===== config.mk =====
export PLATFORM = sky130hd
export DESIGN_NAME = secret_accum_bank_flat
export DESIGN_NICKNAME = d
export VERILOG_FILES = /design/src/rtl/secret_accum_bank_if.sv /design/src/rtl/secret_accum_bank.sv /design/src/flat_wrapper.sv
export SDC_FILE = /design/constraint.sdc
export NUM_CORES = 1
export LEC_CHECK = 0
export CAP_MARGIN = 20
export CORE_MARGIN = 4
export CORE_UTILIZATION = 38
export DETAILED_ROUTE_END_ITERATION = 10
export REMOVE_ABC_BUFFERS = 1
export SYNTH_ARGS = -nofsm -noshare
export SYNTH_HDL_FRONTEND = slang
export SYNTH_SLANG_ARGS = --single-unit
export TNS_END_PERCENT = 100

===== constraint.sdc =====
create_clock -name clk -period 6.95 [get_ports clk]
set_input_delay 1.0425 -clock clk [delete_from_list [all_inputs] [get_ports clk]]
set_output_delay 1.0425 -clock clk [all_outputs]
set_load 0.05 [all_outputs]

===== src/rtl/secret_accum_bank_if.sv =====
// Bundle of the sample handshake, result stream and read port of secret_accum_bank.
// The master modport is the host side; the slave modport is the accumulator bank.
interface secret_accum_bank_if #(
    parameter int WIDTH    = 32,
    parameter int CHANNELS = 4
);
    localparam int CW = (CHANNELS > 1) ? $clog2(CHANNELS) : 1;

    logic             in_valid;
    logic             in_ready;
    logic [CW-1:0]    in_chan;
    logic [WIDTH-1:0] in_data;
    logic             in_clear;
    logic             clear_all;
    logic             busy;
    logic             out_valid;
    logic [CW-1:0]    out_chan;
    logic [WIDTH-1:0] out_data;
    logic             out_err;
    logic             out_sat;
    logic [CW-1:0]    rd_chan;
    logic             rd_bypass;
    logic [WIDTH-1:0] rd_data;

    modport master (
        output in_valid, in_chan, in_data, in_clear, clear_all, rd_chan, rd_bypass,
        input  in_ready, busy, out_valid, out_chan, out_data, out_err, out_sat, rd_data
    );

    modport slave (
        input  in_valid, in_chan, in_data, in_clear, clear_all, rd_chan, rd_bypass,
        output in_ready, busy, out_valid, out_chan, out_data, out_err, out_sat, rd_data
    );
endinterface


===== src/rtl/secret_accum_bank.sv =====
// CHANNELS accumulators adding sample+SECRET; 1-cycle result, no output backpressure,
// in_ready low during a clear sweep. Define SECRET_ACCUM_SAT_EN for saturating sums.
module secret_accum_bank #(
    parameter int               WIDTH    = 32,
    parameter int               CHANNELS = 4,
    parameter logic [WIDTH-1:0] SECRET   = WIDTH'(7)
) (
    input logic                clk,
    input logic                rst,
    secret_accum_bank_if.slave bus
);
    localparam int CW = (CHANNELS > 1) ? $clog2(CHANNELS) : 1;

    typedef enum logic {RUN, SWEEP} state_t;

    state_t           state_q;
    logic [CW-1:0]    sweep_q;
    logic [WIDTH-1:0] acc_q [CHANNELS];
    logic             out_valid_q;
    logic [CW-1:0]    out_chan_q;
    logic [WIDTH-1:0] out_data_q;
    logic             out_err_q;
    logic             out_sat_q;

    logic             in_ready;
    logic             xfer;
    logic             chan_ok;
    logic [WIDTH-1:0] cur_acc;
    logic [WIDTH-1:0] rd_acc;
    logic [WIDTH-1:0] base;
    logic [WIDTH-1:0] sum_d;
    logic             sat_d;

    // Mux-based reads keep out-of-range selects from indexing past the array.
    always_comb begin
        cur_acc = '0;
        rd_acc  = '0;
        for (int i = 0; i < CHANNELS; i++) begin
            if (bus.in_chan == CW'(i)) cur_acc = acc_q[i];
            if (bus.rd_chan == CW'(i)) rd_acc  = acc_q[i];
        end
    end

    assign chan_ok = int'(bus.in_chan) < CHANNELS;
    assign base    = bus.in_clear ? '0 : cur_acc;

`ifdef SECRET_ACCUM_SAT_EN
    logic [WIDTH+1:0] wide_sum;
    assign wide_sum = {2'b00, base} + {2'b00, bus.in_data} + {2'b00, SECRET};
    assign sat_d    = |wide_sum[WIDTH+1:WIDTH];
    assign sum_d    = sat_d ? '1 : wide_sum[WIDTH-1:0];
`else
    assign sum_d = base + bus.in_data + SECRET;
    assign sat_d = 1'b0;
`endif

    assign in_ready = (state_q == RUN) && !bus.clear_all;
    assign xfer     = bus.in_valid && in_ready;

    always_ff @(posedge clk or posedge rst) begin
        if (rst) begin
            state_q     <= RUN;
            sweep_q     <= '0;
            out_valid_q <= 1'b0;
            out_chan_q  <= '0;
            out_data_q  <= '0;
            out_err_q   <= 1'b0;
            out_sat_q   <= 1'b0;
            for (int i = 0; i < CHANNELS; i++) acc_q[i] <= '0;
        end else begin
            out_valid_q <= xfer;
            if (xfer) begin
                out_chan_q <= bus.in_chan;
                out_data_q <= chan_ok ? sum_d : '0;
                out_err_q  <= !chan_ok;
                out_sat_q  <= chan_ok && sat_d;
            end
            case (state_q)
                RUN: begin
                    if (bus.clear_all) begin
                        state_q <= SWEEP;
                        sweep_q <= '0;
                    end
                    for (int i = 0; i < CHANNELS; i++) begin
                        if (xfer && chan_ok && bus.in_chan == CW'(i)) acc_q[i] <= sum_d;
                    end
                end
                SWEEP: begin
                    for (int i = 0; i < CHANNELS; i++) begin
                        if (sweep_q == CW'(i)) acc_q[i] <= '0;
                    end
                    if (int'(sweep_q) == CHANNELS - 1) begin
                        state_q <= RUN;
                        sweep_q <= '0;
                    end else begin
                        sweep_q <= sweep_q + CW'(1);
                    end
                end
                default: state_q <= RUN;
            endcase
        end
    end

    assign bus.in_ready  = in_ready;
    assign bus.busy      = (state_q == SWEEP);
    assign bus.out_valid = out_valid_q;
    assign bus.out_chan  = out_chan_q;
    assign bus.out_data  = out_data_q;
    assign bus.out_err   = out_err_q;
    assign bus.out_sat   = out_sat_q;
    assign bus.rd_data   = bus.rd_bypass ? bus.in_data : rd_acc;
endmodule


===== src/flat_wrapper.sv =====
// flat-port wrapper written by rule: the top's interface ports become plain ports
module secret_accum_bank_flat 
#(
    parameter int               WIDTH    = 32,
    parameter int               CHANNELS = 4,
    parameter logic [WIDTH-1:0] SECRET   = WIDTH'(7)
)
  (clk, rst, bus_in_valid, bus_in_chan, bus_in_data, bus_in_clear, bus_clear_all, bus_rd_chan, bus_rd_bypass, bus_in_ready, bus_busy, bus_out_valid, bus_out_chan, bus_out_data, bus_out_err, bus_out_sat, bus_rd_data);
  secret_accum_bank_if #(.WIDTH(WIDTH), .CHANNELS(CHANNELS)) bus_i ();
  input logic clk;
  input logic rst;
  input wire logic [$bits(bus_i.in_valid)-1:0] bus_in_valid;
  input wire logic [$bits(bus_i.in_chan)-1:0] bus_in_chan;
  input wire logic [$bits(bus_i.in_data)-1:0] bus_in_data;
  input wire logic [$bits(bus_i.in_clear)-1:0] bus_in_clear;
  input wire logic [$bits(bus_i.clear_all)-1:0] bus_clear_all;
  input wire logic [$bits(bus_i.rd_chan)-1:0] bus_rd_chan;
  input wire logic [$bits(bus_i.rd_bypass)-1:0] bus_rd_bypass;
  output wire logic [$bits(bus_i.in_ready)-1:0] bus_in_ready;
  output wire logic [$bits(bus_i.busy)-1:0] bus_busy;
  output wire logic [$bits(bus_i.out_valid)-1:0] bus_out_valid;
  output wire logic [$bits(bus_i.out_chan)-1:0] bus_out_chan;
  output wire logic [$bits(bus_i.out_data)-1:0] bus_out_data;
  output wire logic [$bits(bus_i.out_err)-1:0] bus_out_err;
  output wire logic [$bits(bus_i.out_sat)-1:0] bus_out_sat;
  output wire logic [$bits(bus_i.rd_data)-1:0] bus_rd_data;
  assign bus_i.in_valid = bus_in_valid;
  assign bus_i.in_chan = bus_in_chan;
  assign bus_i.in_data = bus_in_data;
  assign bus_i.in_clear = bus_in_clear;
  assign bus_i.clear_all = bus_clear_all;
  assign bus_i.rd_chan = bus_rd_chan;
  assign bus_i.rd_bypass = bus_rd_bypass;
  assign bus_in_ready = bus_i.in_ready;
  assign bus_busy = bus_i.busy;
  assign bus_out_valid = bus_i.out_valid;
  assign bus_out_chan = bus_i.out_chan;
  assign bus_out_data = bus_i.out_data;
  assign bus_out_err = bus_i.out_err;
  assign bus_out_sat = bus_i.out_sat;
  assign bus_rd_data = bus_i.rd_data;
  secret_accum_bank #(.WIDTH(WIDTH), .CHANNELS(CHANNELS), .SECRET(SECRET)) u_core (.clk(clk), .rst(rst), .bus(bus_i));
endmodule

==> run summary, run 1 <==
peak fanout along the critical path: 25
PD cells: 365 nW/um^2
drt wl/cell: 22.5 um
maximum vdd drop: 204 uV
Final Wtd Congestion: 0.912
vias per cell: 5.97
critical path class: input pin to register
Worst-path clk slew: 70 ps
die span in x: 177 um
H-tree levels: 4
Hold Path End: u_core.bus.out_data[15]
Syn Area/Cell: 10.5 um^2
Hold WS: 474 ps
post-CTS setup buffers: 0
Post-CTS Hold Buffers: 0
clock root buffer: clkbuf_16
Rel. slew slack: 31.9%
capturing point of the worst reg2reg path: u_core.acc_q[93]
post-synthesis sequential area ratio: 38.1%
initial antenna violation count: 0
total CTS buffers: 17
dominant synthesized flop cell: dfrtp_1
Remaining Overflow, GRT: 0
Syn-to-layout area delta: 18.5%
Final Routed Wirelength: 33700 um
most common cell in the netlist: dfrtp_1
Post-synth EDFFs: 0
R2R cell count: 13
first-pass GRT wire length: 53200 um
Max Cap Violations: 0
IO Pins: 113
Setup violations, final: 0
total vias in the final route: 8935
drt drc: 0
worst min path class: register to register
PortBufs: 110
share of cells above drive strength 1: 17.1%
CP Capture Type: register
Yosys top cell by area: dfrtp_1
vias in the first global route: 8988
register area: 4150 um^2
Hold Violations, Final: 0
Worst R2R Start: u_core.acc_q[65]
# fillers: 2616
RSZ-0062 raised after global routing: no
DP HPWL: 22800 um
reg-to-reg slack, setup: 2740 ps
DIE HEIGHT: 177 um
Yosys reg bits: 166
WP data arrival: 5550 ps
Worst Skew: 11.7 ps
placed insts: 1465
CTS tree: built
Initial Util: 38.9%
status: finished, final reports clean
worst setup margin: 1770 ps
post-layout min period: 5180 ps
final layout net count: 1214
CTS sink count: 166
Final Instance Count excl. Fillers: 1497
top post-synthesis cells by count: dfrtp_1, nand2_1, clkbuf_1, ha_1, mux4_2
Slew Limit Fails: 0
multi-input logic area: 6340 um^2
asr flop ratio synth: 100%
placement row count: 61
yosys warns: 0
Clock Tree Buf Depth: 2
slew of the pin with the lowest slew margin: 1020 ps
Setup crit start kind: input pin
Final Cycle Share: 74.5%
die area: 31400 um^2
Hold Path Stages: 2
core area: 28000 um^2
pre-CTS WS: 1340 ps
CTS resizes: 0
largest net degree at the start of global routing: 74
Mapped Area: 10900 um^2
min-delay src: u_core.bus.out_data[15]
DRT Pass-1 Iters: 5
Syn Inst Count: 1039
initial DRC count: 942
synth top area cells: dfrtp_1, mux4_2, ha_1, mux2_2, a22o_1
TNS Setup: 0 ps
Netlist cell types: 61
clock latency on the worst-skew pair: 440 ps
Data required, critical path: 7320 ps
GRT Overall Usage: 21.9%
Max Fclk: 0.193 GHz
ANT cells: 0
top-area cell type share of the netlist area: 38.1%
LEAKAGE: 5.66 nW
post-route ant nets: 0
## logic make-up after synthesis
| group | after synthesis | synth area share [%] |
|---|---|---|
| other | 1 | 0.0344 |
| adders and majority gates | 66 | 7.65 |
| muxes | 123 | 19.2 |
| AOI/OAI and AO/OA | 267 | 17.3 |
| DFF | 166 | 38.1 |
| buffers and inverters | 110 | 3.93 |
| xor gates and xnor gates | 23 | 1.85 |
| and+or+nand+nor | 283 | 11.9 |
## flip-flops by register name (all words and copies together) (netlist names)
name                  count
u_core.acc_q            128
u_core.bus.busy           1
u_core.bus.out_chan       2
u_core.bus.out_data      32
u_core.bus.out_valid      1
u_core.sweep_q            2
## layout make-up
class,instances,area share [%]
multi-input combinational,764,49.1
clock buffer,18,3.40
inverter,24,0.737
timing repair buffer,133,9.73
sequential,166,32.2
tap,378,3.66
clock inverter,14,1.17
## per-stage QoR
step	util (%)	power, mW	area [um^2]
6_report	46.1	4.71	12900
5_1_grt	46.1	4.98	12900
4_1_cts	46.1	4.73	12900
3_5_place_dp	44.0	3.74	12300
3_3_place_gp	43.9	3.71	12300
2_1_floorplan	-	2.96	10600
## placed cells by master, fill, tap and decap left out, types with 8 or more instances in the layout
cell type / count
a21o_1: 10
a21oi_1: 37
a22o_1: 61
and3_1: 9
buf_4: 22
clkbuf_16: 17
clkdlybuf4s50_1: 105
dfrtp_1: 166
ha_1: 65
inv_1: 23
inv_6: 8
mux2_2: 51
mux2i_1: 8
mux4_2: 64
nand2_1: 128
nand2b_1: 8
nand3_1: 26
nor2_1: 40
nor2b_1: 30
nor3_1: 17
o21ai_0: 60
o31ai_1: 22
xnor2_1: 17
## how the worst max path moves through the flow
stage,from,slack [ps],to,cells past startpoint
after floorplan,bus_clear_all,1250,u_core.acc_q[120],6
after detailed placement,bus_in_chan[1],1340,u_core.acc_q[93],14
after CTS,bus_in_chan[1],1760,u_core.acc_q[93],14
after global placement,bus_in_chan[1],1390,u_core.acc_q[125],14
final,bus_in_chan[1],1770,u_core.acc_q[93],14
after global routing,bus_in_chan[1],1470,u_core.acc_q[61],14
## critical path, cell delays in order
cell	delay [ps]
buf_2	610
mux4_2	590
nand2b_1	90
ha_1	140
inv_1	40
ha_1	200
fa_1	410
a21o_1	190
a221o_1	380
a21oi_1	380
a211oi_1	140
nor3_1	540
mux2i_1	520
a32o_1	240
## where the power goes
part | internal [mW] | switching, mW
logic | 0.852 | 1.38
registers | 1.28 | 0.220
clock network | 0.521 | 0.457
## layer usage
| layer | part of all wire [%] | routed length, um | track usage [%] |
|---|---|---|---|
| met1 | 43 | 14500 | 30.1 |
| met2 | 47 | 15900 | 35.8 |
| met3 | 7.3 | 2470 | 3.47 |
| met4 | 2.4 | 809 | 6.74 |
| met5 | 0 | 0 | 0 |
(Power assumes the default switching activity.)
==> inputs of run 2 (changes only) <==
==> constraint.sdc (replaced) <==
create_clock -name clk -period 5.15 [get_ports clk]
set_input_delay 0.7725 -clock clk [delete_from_list [all_inputs] [get_ports clk]]
set_output_delay 0.7725 -clock clk [all_outputs]
set_load 0.05 [all_outputs]
==> run 2 against run 1 <==
  * First-iteration DRC count increased by 0.42%
  * Via count about the same
  * Largest cell class unchanged
  * Critical path depth unchanged
  * Largest power group unchanged
  * Wire length increased by 0.10%
  * Hold slack improved by 3.0 ps
  * Register-to-register slack got worse by 1600 ps
==> run summary, run 2 (same netlist as run 1, synthesis figures left out) <==
status: finished, final reports clean (unchanged)
share of cells above drive strength 1: 17.9% (was 17.1%)
H-tree levels: 4 (unchanged)
Worst-path clk slew: 70 ps (about the same)
Clock Tree Buf Depth: 2 (unchanged)
die area: 31400 um^2 (unchanged)
Final Routed Wirelength: 33700 um (about the same)
sw frac: 43.4% (was 43.7%)
clock root buffer: clkbuf_16 (unchanged)
vias in the first global route: 8877 (was 8988)
first-pass GRT wire length: 52800 um (was 53200 um)
initial DRC count: 946 (was 942)
GRT Overall Usage: 21.8% (was 21.9%)
commonest non-fill, non-tap cell in the layout: dfrtp_1 (unchanged)
clock latency on the worst-skew pair: 440 ps (about the same)
placed insts: 1479 (was 1465)
initial antenna violation count: 0 (unchanged)
total vias in the final route: 8943 (was 8935)
Post-CTS Hold Buffers: 0 (unchanged)
CTS resizes: 0 (unchanged)
Final Cycle Share: 86.9%
die span in x: 177 um (unchanged)
Hold Path End: u_core.bus.out_data[15] (unchanged)
clock network power share: 20.0% (was 20.8%)
Final Wtd Congestion: 0.924 (was 0.912)
peak fanout along the critical path: 17 (was 25)
Worst Skew: 14.0 ps (was 11.7 ps)
R2R cell count: 13 (unchanged)
Data required, critical path: 5450 ps (was 7320 ps)
CP Capture Type: register (unchanged)
Hold WS: 477 ps (was 474 ps)
max FFs per register: 128 (unchanged)
Hold Violations, Final: 0 (unchanged)
post-layout min period: 4480 ps
core area: 28000 um^2 (unchanged)
Placed Area: 12500 um^2 (was 12300 um^2)
IO Pins: 113 (unchanged)
Setup crit start kind: input pin (unchanged)
DIE HEIGHT: 177 um (unchanged)
drt wl/cell: 22.3 um (was 22.5 um)
Layout Utilization: 46.6% (was 46.1%)
Hold Path Stages: 2 (unchanged)
critical path class: input pin to register (unchanged)
post-route ant nets: 0 (unchanged)
design area: 13000 um^2 (was 12900 um^2)
worst min path class: register to register (unchanged)
placement row count: 61 (unchanged)
LEAKAGE: 5.72 nW (was 5.66 nW)
CTS sink count: 166 (unchanged)
largest net degree at the start of global routing: 95 (was 74)
DP HPWL: 24000 um (was 22800 um)
Initial Util: 38.9% (unchanged)
drt drc: 0 (unchanged)
PortBufs: 110 (unchanged)
capturing point of the worst reg2reg path: u_core.acc_q[23] (was u_core.acc_q[93])
Slew Limit Fails: 0 (unchanged)
reg-to-reg slack, setup: 1150 ps (was 2740 ps)
RSZ-0062 raised after global routing: no (unchanged)
Biggest register: u_core.acc_q (unchanged)
ANT cells: 0 (unchanged)
Syn-to-layout area delta: 19.7% (was 18.5%)
Max Fclk: 0.223 GHz
WP data arrival: 4780 ps (was 5550 ps)
PD cells: 489 nW/um^2 (was 365 nW/um^2)
CTS tree: built (unchanged)
post-CTS setup buffers: 0 (unchanged)
Final Instance Count excl. Fillers: 1511 (was 1497)
maximum vdd drop: 276 uV (was 204 uV)
total CTS buffers: 17 (unchanged)
Rel. slew slack: 25.8% (was 31.9%)
Reg power frac: 32.1% (was 31.9%)
Remaining Overflow, GRT: 0 (unchanged)
Worst R2R Start: u_core.acc_q[1] (was u_core.acc_q[65])
Internal Power: 3.61 mW (was 2.65 mW)
slew of the pin with the lowest slew margin: 1110 ps (was 1020 ps)
DRT Pass-1 Iters: 7 (was 5)
commonest cells after routing, fill and taps aside: dfrtp_1, nand2_1, clkdlybuf4s50_1, ha_1, mux4_2 (unchanged)
min-delay src: u_core.bus.out_data[15] (unchanged)
Setup violations, final: 0 (unchanged)
final layout net count: 1228 (was 1214)
net switching power: 2.76 mW (was 2.06 mW)
Comb pwr share: 47.9% (was 47.4%)
vias per cell: 5.92 (was 5.97)
Max Cap Violations: 0 (unchanged)
[run 2: power by group through the flow]
| stage | clock (mW) | sequential (mW) | combinational, mW |
|---|---|---|---|
| 6_report | 1.28 | 2.04 | 3.05 |
| 5_1_grt | 1.35 | 2.10 | 3.27 |
| 2_1_floorplan | 0 | 2.45 | 1.55 |
| 3_3_place_gp | 0 | 2.05 | 3.02 |
| 3_5_place_dp | 0 | 2.05 | 3.05 |
| 4_1_cts | 1.30 | 2.04 | 3.06 |
[run 2: per-stage QoR]
stage | setup TNS (ps) | total power [mW] | setup slack (ps)
global route | 0 | 6.72 | 429
CTS | 0 | 6.40 | 695
detailed placement | 0 | 5.10 | 251
finish | 0 | 6.37 | 672
global placement | 0 | 5.07 | 298
floorplan | -35680 | 4.00 | -489
[run 2: cell type report]
cell class                 count  area (um^2)
multi-input combinational    764         6340
tap                          378          473
fill                        2596        15000
timing repair buffer         147         1400
clock inverter                11          115
clock buffer                  21          460
inverter                      24         95.1
sequential                   166         4150
[run 2: critical path, cell delays in order]
cell	delay, ps
buf_2	430
mux4_2	570
nand2b_1	90
ha_1	120
inv_1	40
ha_1	210
fa_1	410
a21o_1	200
a221o_1	370
a41o_1	330
or4_1	540
and2_4	200
xnor2_1	320
o21ai_0	150
[run 2: layer usage]
metal  vias up  track usage (%)  share of wire (%)
met1      4498             31.2                 45
met4         0             6.45                2.1
met5         -                0                  0
met3        44             3.69                6.3
met2       345             34.3                 46
li1       4056                -                  -
[run 2: worst max path at each step]
| stage | startpoint | end | slack (ps) | depth (start not counted) |
|---|---|---|---|---|
| floorplan | u_core.bus.busy | u_core.acc_q[120] | -490 | 6 |
| global placement | bus_in_chan[1] | u_core.acc_q[23] | 300 | 14 |
| detailed placement | bus_in_chan[1] | u_core.acc_q[119] | 250 | 14 |
| CTS | bus_in_chan[1] | u_core.acc_q[23] | 700 | 14 |
| global route | bus_in_chan[0] | u_core.bus.out_data[27] | 430 | 13 |
| finish | bus_in_chan[1] | u_core.acc_q[23] | 670 | 14 |
==> inputs of run 3 (changes only) <==
--- a/config.mk
+++ b/config.mk
@@ -5,6 +5,7 @@
 export SDC_FILE = /design/constraint.sdc
 export NUM_CORES = 1
 export LEC_CHECK = 0
+export ABC_CLOCK_PERIOD_IN_PS = 5150
 export CAP_MARGIN = 20
 export CORE_MARGIN = 4
 export CORE_UTILIZATION = 38
==> results of run 3 <==
Final layout, timing and power as in run 2 (identical DEF).
